### src/rtl/uart_img_pkg.sv
// Shared types and default sizing for the UART image buffer controller.
package uart_img_pkg;

    localparam int DEF_ADDR_W    = 16;
    localparam int DEF_DATA_W    = 8;
    localparam int DEF_IMG_BYTES = 65536;

    typedef enum logic [2:0] {
        RX_LOAD = 3'd0,
        IDLE    = 3'd1,
        TX_READ = 3'd2,
        TX_SEND = 3'd3,
        TX_WAIT = 3'd4
    } uart_img_state_t;

endpackage

### src/rtl/uart_img_addr_ctr.sv
// Loadable/clearable image pointer that saturates at IMG_BYTES-1 and flags it.
module uart_img_addr_ctr
    import uart_img_pkg::*;
#(
    parameter int ADDR_W    = DEF_ADDR_W,
    parameter int IMG_BYTES = DEF_IMG_BYTES
) (
    input  logic              clk,
    input  logic              rst_n,
    input  logic              clr,
    input  logic              ld,
    input  logic [ADDR_W-1:0] ld_val,
    input  logic              inc,
    output logic [ADDR_W-1:0] cnt,
    output logic              tc
);

    localparam logic [ADDR_W-1:0] LAST = ADDR_W'(IMG_BYTES - 1);

    assign tc = (cnt == LAST);

    always_ff @(posedge clk or negedge rst_n) begin
        if (!rst_n) begin
            cnt <= '0;
        end else if (clr) begin
            cnt <= '0;
        end else if (ld) begin
            cnt <= (ld_val > LAST) ? LAST : ld_val;
        end else if (inc && !tc) begin
            cnt <= cnt + ADDR_W'(1);
        end
    end

endmodule

### src/rtl/uart_image_ctrl.sv
// UART image buffer controller: loads an image from uart_rx into RAM, streams it back via uart_tx.
// Optional running checksum of loaded bytes when UART_IMG_CHECKSUM_EN is defined.
module uart_image_ctrl
    import uart_img_pkg::*;
#(
    parameter int ADDR_W    = DEF_ADDR_W,
    parameter int DATA_W    = DEF_DATA_W,
    parameter int IMG_BYTES = DEF_IMG_BYTES
) (
    input  logic              clk,
    input  logic              rst_n,
    input  logic              rx_valid,
    input  logic [DATA_W-1:0] rx_byte,
    output logic              tx_start,
    output logic [DATA_W-1:0] tx_byte,
    input  logic              tx_done,
    input  logic              load_req,
    input  logic              retrieve_start,
    input  logic [ADDR_W-1:0] proc_addr,
    output logic [ADDR_W-1:0] ram_addr,
    output logic [DATA_W-1:0] ram_wdata,
    output logic              ram_we,
    input  logic [DATA_W-1:0] ram_rdata,
    output logic              write_done,
    output logic              retrieve_done,
    output logic              rx_drop,
    output logic [DATA_W-1:0] rx_checksum
);

    uart_img_state_t   state;
    logic [ADDR_W-1:0] ram_addr_q;
    logic [ADDR_W-1:0] wr_ptr;
    logic [ADDR_W-1:0] rd_ptr;
    logic              wr_tc;
    logic              rd_tc;
    logic              last_wr_p0;
    logic              rx_acc;
    logic              wr_clr;
    logic              rd_clr;
    logic              rd_inc;

    // Once the final byte is accepted, further strobes are drops until the FSM reaches IDLE.
    assign rx_acc = (state == RX_LOAD) && rx_valid && !last_wr_p0;
    assign wr_clr = (state == IDLE) && load_req && !retrieve_start;
    assign rd_clr = (state == IDLE) && retrieve_start;
    assign rd_inc = (state == TX_WAIT) && tx_done && !rd_tc;

    assign ram_addr = (state == IDLE) ? proc_addr : ram_addr_q;

    uart_img_addr_ctr #(.ADDR_W(ADDR_W), .IMG_BYTES(IMG_BYTES)) u_wr_ctr (
        .clk    (clk),
        .rst_n  (rst_n),
        .clr    (wr_clr),
        .ld     (1'b0),
        .ld_val ('0),
        .inc    (rx_acc),
        .cnt    (wr_ptr),
        .tc     (wr_tc)
    );

    uart_img_addr_ctr #(.ADDR_W(ADDR_W), .IMG_BYTES(IMG_BYTES)) u_rd_ctr (
        .clk    (clk),
        .rst_n  (rst_n),
        .clr    (rd_clr),
        .ld     (1'b0),
        .ld_val ('0),
        .inc    (rd_inc),
        .cnt    (rd_ptr),
        .tc     (rd_tc)
    );

    always_ff @(posedge clk or negedge rst_n) begin
        if (!rst_n) begin
            state         <= RX_LOAD;
            ram_addr_q    <= '0;
            ram_wdata     <= '0;
            ram_we        <= 1'b0;
            tx_start      <= 1'b0;
            tx_byte       <= '0;
            write_done    <= 1'b0;
            retrieve_done <= 1'b0;
            rx_drop       <= 1'b0;
            last_wr_p0    <= 1'b0;
        end else begin
            ram_we     <= 1'b0;
            tx_start   <= 1'b0;
            last_wr_p0 <= 1'b0;
            case (state)
                RX_LOAD: begin
                    if (rx_acc) begin
                        ram_we     <= 1'b1;
                        ram_addr_q <= wr_ptr;
                        ram_wdata  <= rx_byte;
                        last_wr_p0 <= wr_tc;
                    end
                    if (last_wr_p0) begin
                        write_done <= 1'b1;
                        state      <= IDLE;
                    end
                end
                IDLE: begin
                    if (retrieve_start) begin
                        retrieve_done <= 1'b0;
                        ram_addr_q    <= '0;
                        state         <= TX_READ;
                    end else if (load_req) begin
                        write_done <= 1'b0;
                        rx_drop    <= 1'b0;
                        state      <= RX_LOAD;
                    end
                end
                TX_READ: state <= TX_SEND;
                TX_SEND: begin
                    tx_byte  <= ram_rdata;
                    tx_start <= 1'b1;
                    state    <= TX_WAIT;
                end
                TX_WAIT: begin
                    if (tx_done) begin
                        if (rd_tc) begin
                            retrieve_done <= 1'b1;
                            state         <= IDLE;
                        end else begin
                            ram_addr_q <= rd_ptr + ADDR_W'(1);
                            state      <= TX_READ;
                        end
                    end
                end
                default: state <= RX_LOAD;
            endcase
            // A discarded strobe outranks a same-cycle clear so the drop is never lost.
            if (rx_valid && !rx_acc) begin
                rx_drop <= 1'b1;
            end
        end
    end

`ifdef UART_IMG_CHECKSUM_EN
    always_ff @(posedge clk or negedge rst_n) begin
        if (!rst_n) begin
            rx_checksum <= '0;
        end else if (wr_clr) begin
            rx_checksum <= '0;
        end else if (rx_acc) begin
            rx_checksum <= rx_checksum + rx_byte;
        end
    end
`else
    assign rx_checksum = '0;
`endif

endmodule

### config.mk
export PLATFORM = sky130hd
export DESIGN_NAME = uart_image_ctrl
export DESIGN_NICKNAME = d
export VERILOG_FILES = /design/src/rtl/uart_img_pkg.sv /design/src/rtl/uart_img_addr_ctr.sv /design/src/rtl/uart_image_ctrl.sv
export SDC_FILE = /design/constraint.sdc
export NUM_CORES = 1
export LEC_CHECK = 0
export BUFFER_PORTS_ARGS = -buffer_cell sky130_fd_sc_hd__buf_2
export CAP_MARGIN = 20
export CORE_MARGIN = 5
export CORE_UTILIZATION = 62
export CTS_BUF_LIST = sky130_fd_sc_hd__clkbuf_8
export DETAILED_ROUTE_END_ITERATION = 6
export HOLD_SLACK_MARGIN = 0.03
export PLACE_DENSITY = 0.95
export SLEW_MARGIN = 20
export SYNTH_ARGS = -nofsm -noshare
export SYNTH_HDL_FRONTEND = slang
export SYNTH_SLANG_ARGS = --single-unit
### constraint.sdc
create_clock -name clk -period 4.4 [get_ports clk]
set_clock_uncertainty 0.05 [all_clocks]
set_input_delay 0.66 -clock clk [delete_from_list [all_inputs] [get_ports clk]]
set_output_delay 0.66 -clock clk [all_outputs]
set_load 0.005 [all_outputs]
* Word level (Yosys, flattened, before mapping)
Cells that the tools add are included.
W data, S select, Z words.
** Storage, ports and cells
- Bits of input ports :: 38
- Logic and storage cells :: 90
- Bits in registers :: 73
** Cells by class
- Reduce and logical (&&, ||, !) cells :: 29
- Multiplexer cells :: 31
- Equal/unequal tests :: 16
- Add/sub/neg operators :: 2
** Operators with widths (count)
- $mux W16 :: 9
- $pmux W16 S3 :: 1
- $add A16 B1 Y16 const B :: 2
- $eq A16 B16 Y1 const B :: 2
- $pmux W3 S5 :: 1
- $ne A2 B2 Y1 const B :: 7
- $mux W1 :: 13
- $mux W3 :: 4
- $reduce_bool A2 Y1 :: 6
- $logic_and A1 B1 Y1 :: 10
- $reduce_and A4 Y1 :: 2
- $eq A3 B2 Y1 const B :: 2
- $reduce_and A3 Y1 :: 2
- $logic_not A1 Y1 :: 5
- $reduce_and A5 Y1 :: 1
- $ne A2 B1 Y1 const B :: 2
- $pmux W1 S2 :: 2
- $eq A3 B1 Y1 const B :: 1
- $eq A3 B3 Y1 const B :: 1
- $logic_not A3 Y1 :: 1
- $ne A3 B3 Y1 const B :: 1
- $reduce_bool A3 Y1 :: 1
- $mux W2 :: 1
- $reduce_and A2 Y1 :: 1

* Longest topological paths before layout
- Depth in word-level cells :: 7
- Depth in mapped cells :: 7
- Gate-level depth less buffers :: 5

* By module
From an unflattened synthesis, not the netlist that was laid out.
** Unflattened totals
- Cell total of the unflattened synthesis :: 494
- Area, all modules :: 4663.2 sq um
** By module, submodules not included
- uart_image_ctrl :: cells each 234, instances 1, area an instance 2391.0 sq um
- uart_img_addr_ctr :: cells each 130, instances 2, area an instance 1136.1 sq um

* Least setup slack after synthesis
Ideal clock, no wire load.
- Path type :: reg-to-output
- Start point :: register state[1]
- End point :: output ram_addr[10]
- Path buffers :: 3
- Data required time :: 3690 ps
- Path slack :: 1940 ps
- Stages on the path, launching flop included :: 6
- Arrival time :: 1750 ps
- Cells stage by stage :: dfrtp_1 -> clkbuf_1 -> nor3b_1 -> buf_2 -> buf_2 -> mux2_2
** Between the ends
- Longest elaborated chain between the ends :: 2
** Ends and longest elaborated chain
- from (decl) :: RTL line uart_image_ctrl.sv:30 : uart_img_state_t state;
- from (signal assigned) :: RTL line uart_image_ctrl.sv:74 : state <= RX_LOAD;
- from (signal assigned) :: RTL line uart_image_ctrl.sv:98 : state <= IDLE;
- from (signal assigned) :: RTL line uart_image_ctrl.sv:105 : state <= TX_READ;
- $eq A3 B1 Y1 :: RTL line uart_image_ctrl.sv:48 : assign ram_addr = (state == IDLE) ? proc_addr : ram_addr_q;
- $mux W16 :: RTL line uart_image_ctrl.sv:48
- to (decl) :: RTL line uart_image_ctrl.sv:20 : output logic [ADDR_W-1:0] ram_addr,
No other way between the ends.

* Worst setup path in the final report
- Start point :: register state[0]
- End point :: output ram_addr[5]
Same word-level chain as after synthesis.

==> impl_metrics.json <==
{
  "cts_max_path_buffers": 2,
  "slowest_stage": "nor3b_2",
  "maxSlewHeadroom_pct": 27.2,
  "pwr-share-comb_pct": 14.7,
  "synth_top_area_share_pct": 43.7,
  "rsz0062_at_grt": "false",
  "synthFlopType": "dfrtp_1",
  "routed_wl_microns": 11000,
  "fin_crit_sh_pct": 74.8,
  "ant_nets": 0,
  "max_clock_freq_ghz": 0.304,
  "max_stage_delay_ns": 0.82,
  "drv_slew": 0,
  "io-pin-count": 83,
  "cp_max_fo": 14,
  "rr_endpoint": "ram_addr_q[5]",
  "clock-sinks": 73,
  "n_fill_cell": 475,
  "vias_per_cell": 6.64,
  "grt_pass1_wl_microns": 18100,
  "clk_pin_slew_ns": 0.08,
  "netlist_instances": 442,
  "p_switching_uw": 444,
  "area_growth_pct": 13.5,
  "postSynth.asyncResetShare_pct": 100,
  "ys_top_cells_by_area": "dfrtp_1 44%, nand2_1 6.5%, mux2_2 5.9%",
  "endpoint_kind": "primary output",
  "cp.required_ns": 3.69,
  "drtIter0Drc": 396,
  "gp_congestion": 0.903,
  "drv_cap": 0,
  "pwr-share-seq_pct": 50.8,
  "die_w_microns": 92.1,
  "cts_hold_buf": 0,
  "worst_slew_pin_slew_ns": 1.09,
  "grt_pass1_vias": 3613,
  "period_needed_ns": 3.29,
  "p_int_uw": 1120,
  "startpoint_type": "register",
  "stdcell_area_sq_um": 4750,
  "path_cells": "nor3b_2, buf_4, mux2_2, buf_2",
  "cts_tree": "done",
  "p_leak_uw": 0.00213,
  "ys.warnings.count": 0,
  "switching_share_pct": 28.4,
  "dieArea_sq_um": 8490,
  "n_antenna_cell": 0,
  "power.share.clock_pct": 34.5,
  "ys_seq_area_share_pct": 43.7,
  "dp.final_hpwl_microns": 7570,
  "synth_area_sq_um": 4180,
  "crit_buf_inv": 2,
  "htreeDepth": 3,
  "insertion_delay_ns": 0.36,
  "yosys.area.top_type": "dfrtp_1",
  "grt.overflow.total": 0,
  "finalSetupTns_ns": 0,
  "grt_max_degree": 47,
  "io_buffers": 74,
  "power_density_nw_per_um2": 330,
  "cts-resized-gates": 0,
  "yosysMostFrequentCell": "dfrtp_1",
  "finalSetupViolations": 0,
  "crit_family": "simple AND/OR/NAND/NOR gates",
  "start_util_pct": 62.6,
  "rrSetupSlack_ns": 1.55,
  "cts_setup_buffers": 0,
  "crit_type": "reg2out",
  "rows": 30,
  "numCtsBuffers": 9,
  "run_status": "finished clean",
  "layout-drive-gt1-share_pct": 25.7,
  "arrival_ns": 2.58,
  "coreArea_sq_um": 6680,
  "synth-seq-cells": 73,
  "yosys-top-cells-count": "73 x dfrtp_1, 72 x nand2_1, 22 x mux2_2",
  "synth_edf_count": 0,
  "peakVddDrop_v": 0.000306,
  "synth_cell_types": 59,
  "dpl_cell_area_sq_um": 4550,
  "antenna_found_initial": 0,
  "drc": 0,
  "wire_per_inst_microns": 18.7,
  "vias": 3913,
  "final_nets": 544,
  "r2r_start": "state[0]",
  "synth.avg_cell_area_sq_um": 9.46,
  "holdCritPathClass": "in2async",
  "r2r_cells": 5,
  "cts_root_buf": "clkbuf_8",
  "dr.pass1.iters": 7,
  "grt.total_usage_pct": 26.9,
  "die_y_microns": 92.1,
  "hold_viol": 0
}
==> kinds of logic (layout without fill, tap and decap cells) <==
group                    count (synthesis)  count (layout)  synth area share [%]
flip-flops                              73              73                  43.7
adder cells (fa/ha/maj)                  2               2                 0.598
AND/OR/NAND/NOR                        197             197                  25.6
AO/OA/AOI/OAI                           85              85                  14.5
buffers and inverters                   42             102                  4.91
multiplexers                            39              39                  9.99
other                                    1               8                0.0897
XOR/XNOR                                 3               3                 0.628
==> cell type report <==
type	instances	area [sq um]	share of cell area [%]
Clock inverter	7	76.3	1.61
Multi-Input combinational cell	334	2180	46.0
Tap cell	80	100	2.11
Sequential cell	73	1830	38.5
Timing Repair Buffer	80	415	8.75
Clock buffer	9	124	2.61
Inverter	6	22.5	0.475
==> power by group through the flow <==
stage,registers [uW],clock network [uW],logic (uW)
2_1_floorplan,785,0,141
3_3_place_gp,802,0,214
3_5_place_dp,806,0,230
4_1_cts,793,540,231
5_1_grt,802,572,253
6_report,795,540,229
==> stage by stage <==
step	hold slack (ns)	setup slack [ns]	utilization, %	instances	power, uW
2_1_floorplan	0.314	1.94	-	449	926
4_1_cts	0.273	1.14	71.0	589	1560
5_1_grt	0.296	1.01	71.0	589	1630
3_3_place_gp	0.404	1.57	68.0	573	1020
6_report	0.252	1.11	71.0	589	1560
3_5_place_dp	0.408	1.49	68.0	573	1040
==> layout by cell type, fill, tap and decap left out, drive strengths merged, types with 3 or more instances in the layout <==
| cell | Yosys | routed |
|---|---|---|
| a22o | 4 | 4 |
| clkinv | 1 | 3 |
| a221o | 4 | 4 |
| nor4 | 13 | 13 |
| inv | 5 | 7 |
| and4 | 4 | 4 |
| nor2b | 3 | 3 |
| conb | 1 | 8 |
| a221oi | 7 | 7 |
| nor3 | 10 | 10 |
| nor2 | 10 | 10 |
| nand4 | 16 | 16 |
| or4 | 14 | 14 |
| nand3 | 12 | 12 |
| and2 | 10 | 10 |
| nor3b | 5 | 5 |
| and3 | 6 | 6 |
| o31a | 3 | 3 |
| o21ai | 11 | 11 |
| o31ai | 13 | 13 |
| mux2 | 22 | 22 |
| nand2 | 72 | 72 |
| or3 | 7 | 7 |
| nand2b | 7 | 7 |
| clkbuf | 21 | 9 |
| mux2i | 17 | 17 |
| buf | 15 | 80 |
| a21oi | 22 | 22 |
| dfrtp | 73 | 73 |
| a2bb2oi | 6 | 6 |
==> sequential cells by signal, indices dropped and copies added (netlist names) <==
signal,flops
state,3
ram_wdata,8
ram_we,1
u_rd_ctr.cnt,16
tx_byte,8
u_wr_ctr.cnt,16
last_wr_p0,1
retrieve_done,1
tx_start,1
rx_drop,1
write_done,1
ram_addr_q,16
==> layer usage <==
metal	part of all wire, %	GRT usage [%]	up-vias
met5	0	0	-
met4	2.1	10.5	0
met3	8.1	5.66	29
met2	48	42.2	224
met1	41	36.7	1895
li1	-	-	1765
==> worst max path at each step <==
stage	end	cells after the start	start
after floorplan	ram_addr[10]	5	state[1]
after global placement	ram_addr_q[5]	5	rx_valid
after detailed placement	ram_addr_q[3]	5	rx_valid
after CTS	ram_addr[3]	4	state[0]
after global routing	ram_addr[5]	4	state[0]
final	ram_addr[5]	4	state[0]
Power figures use the tool's default switching activity.
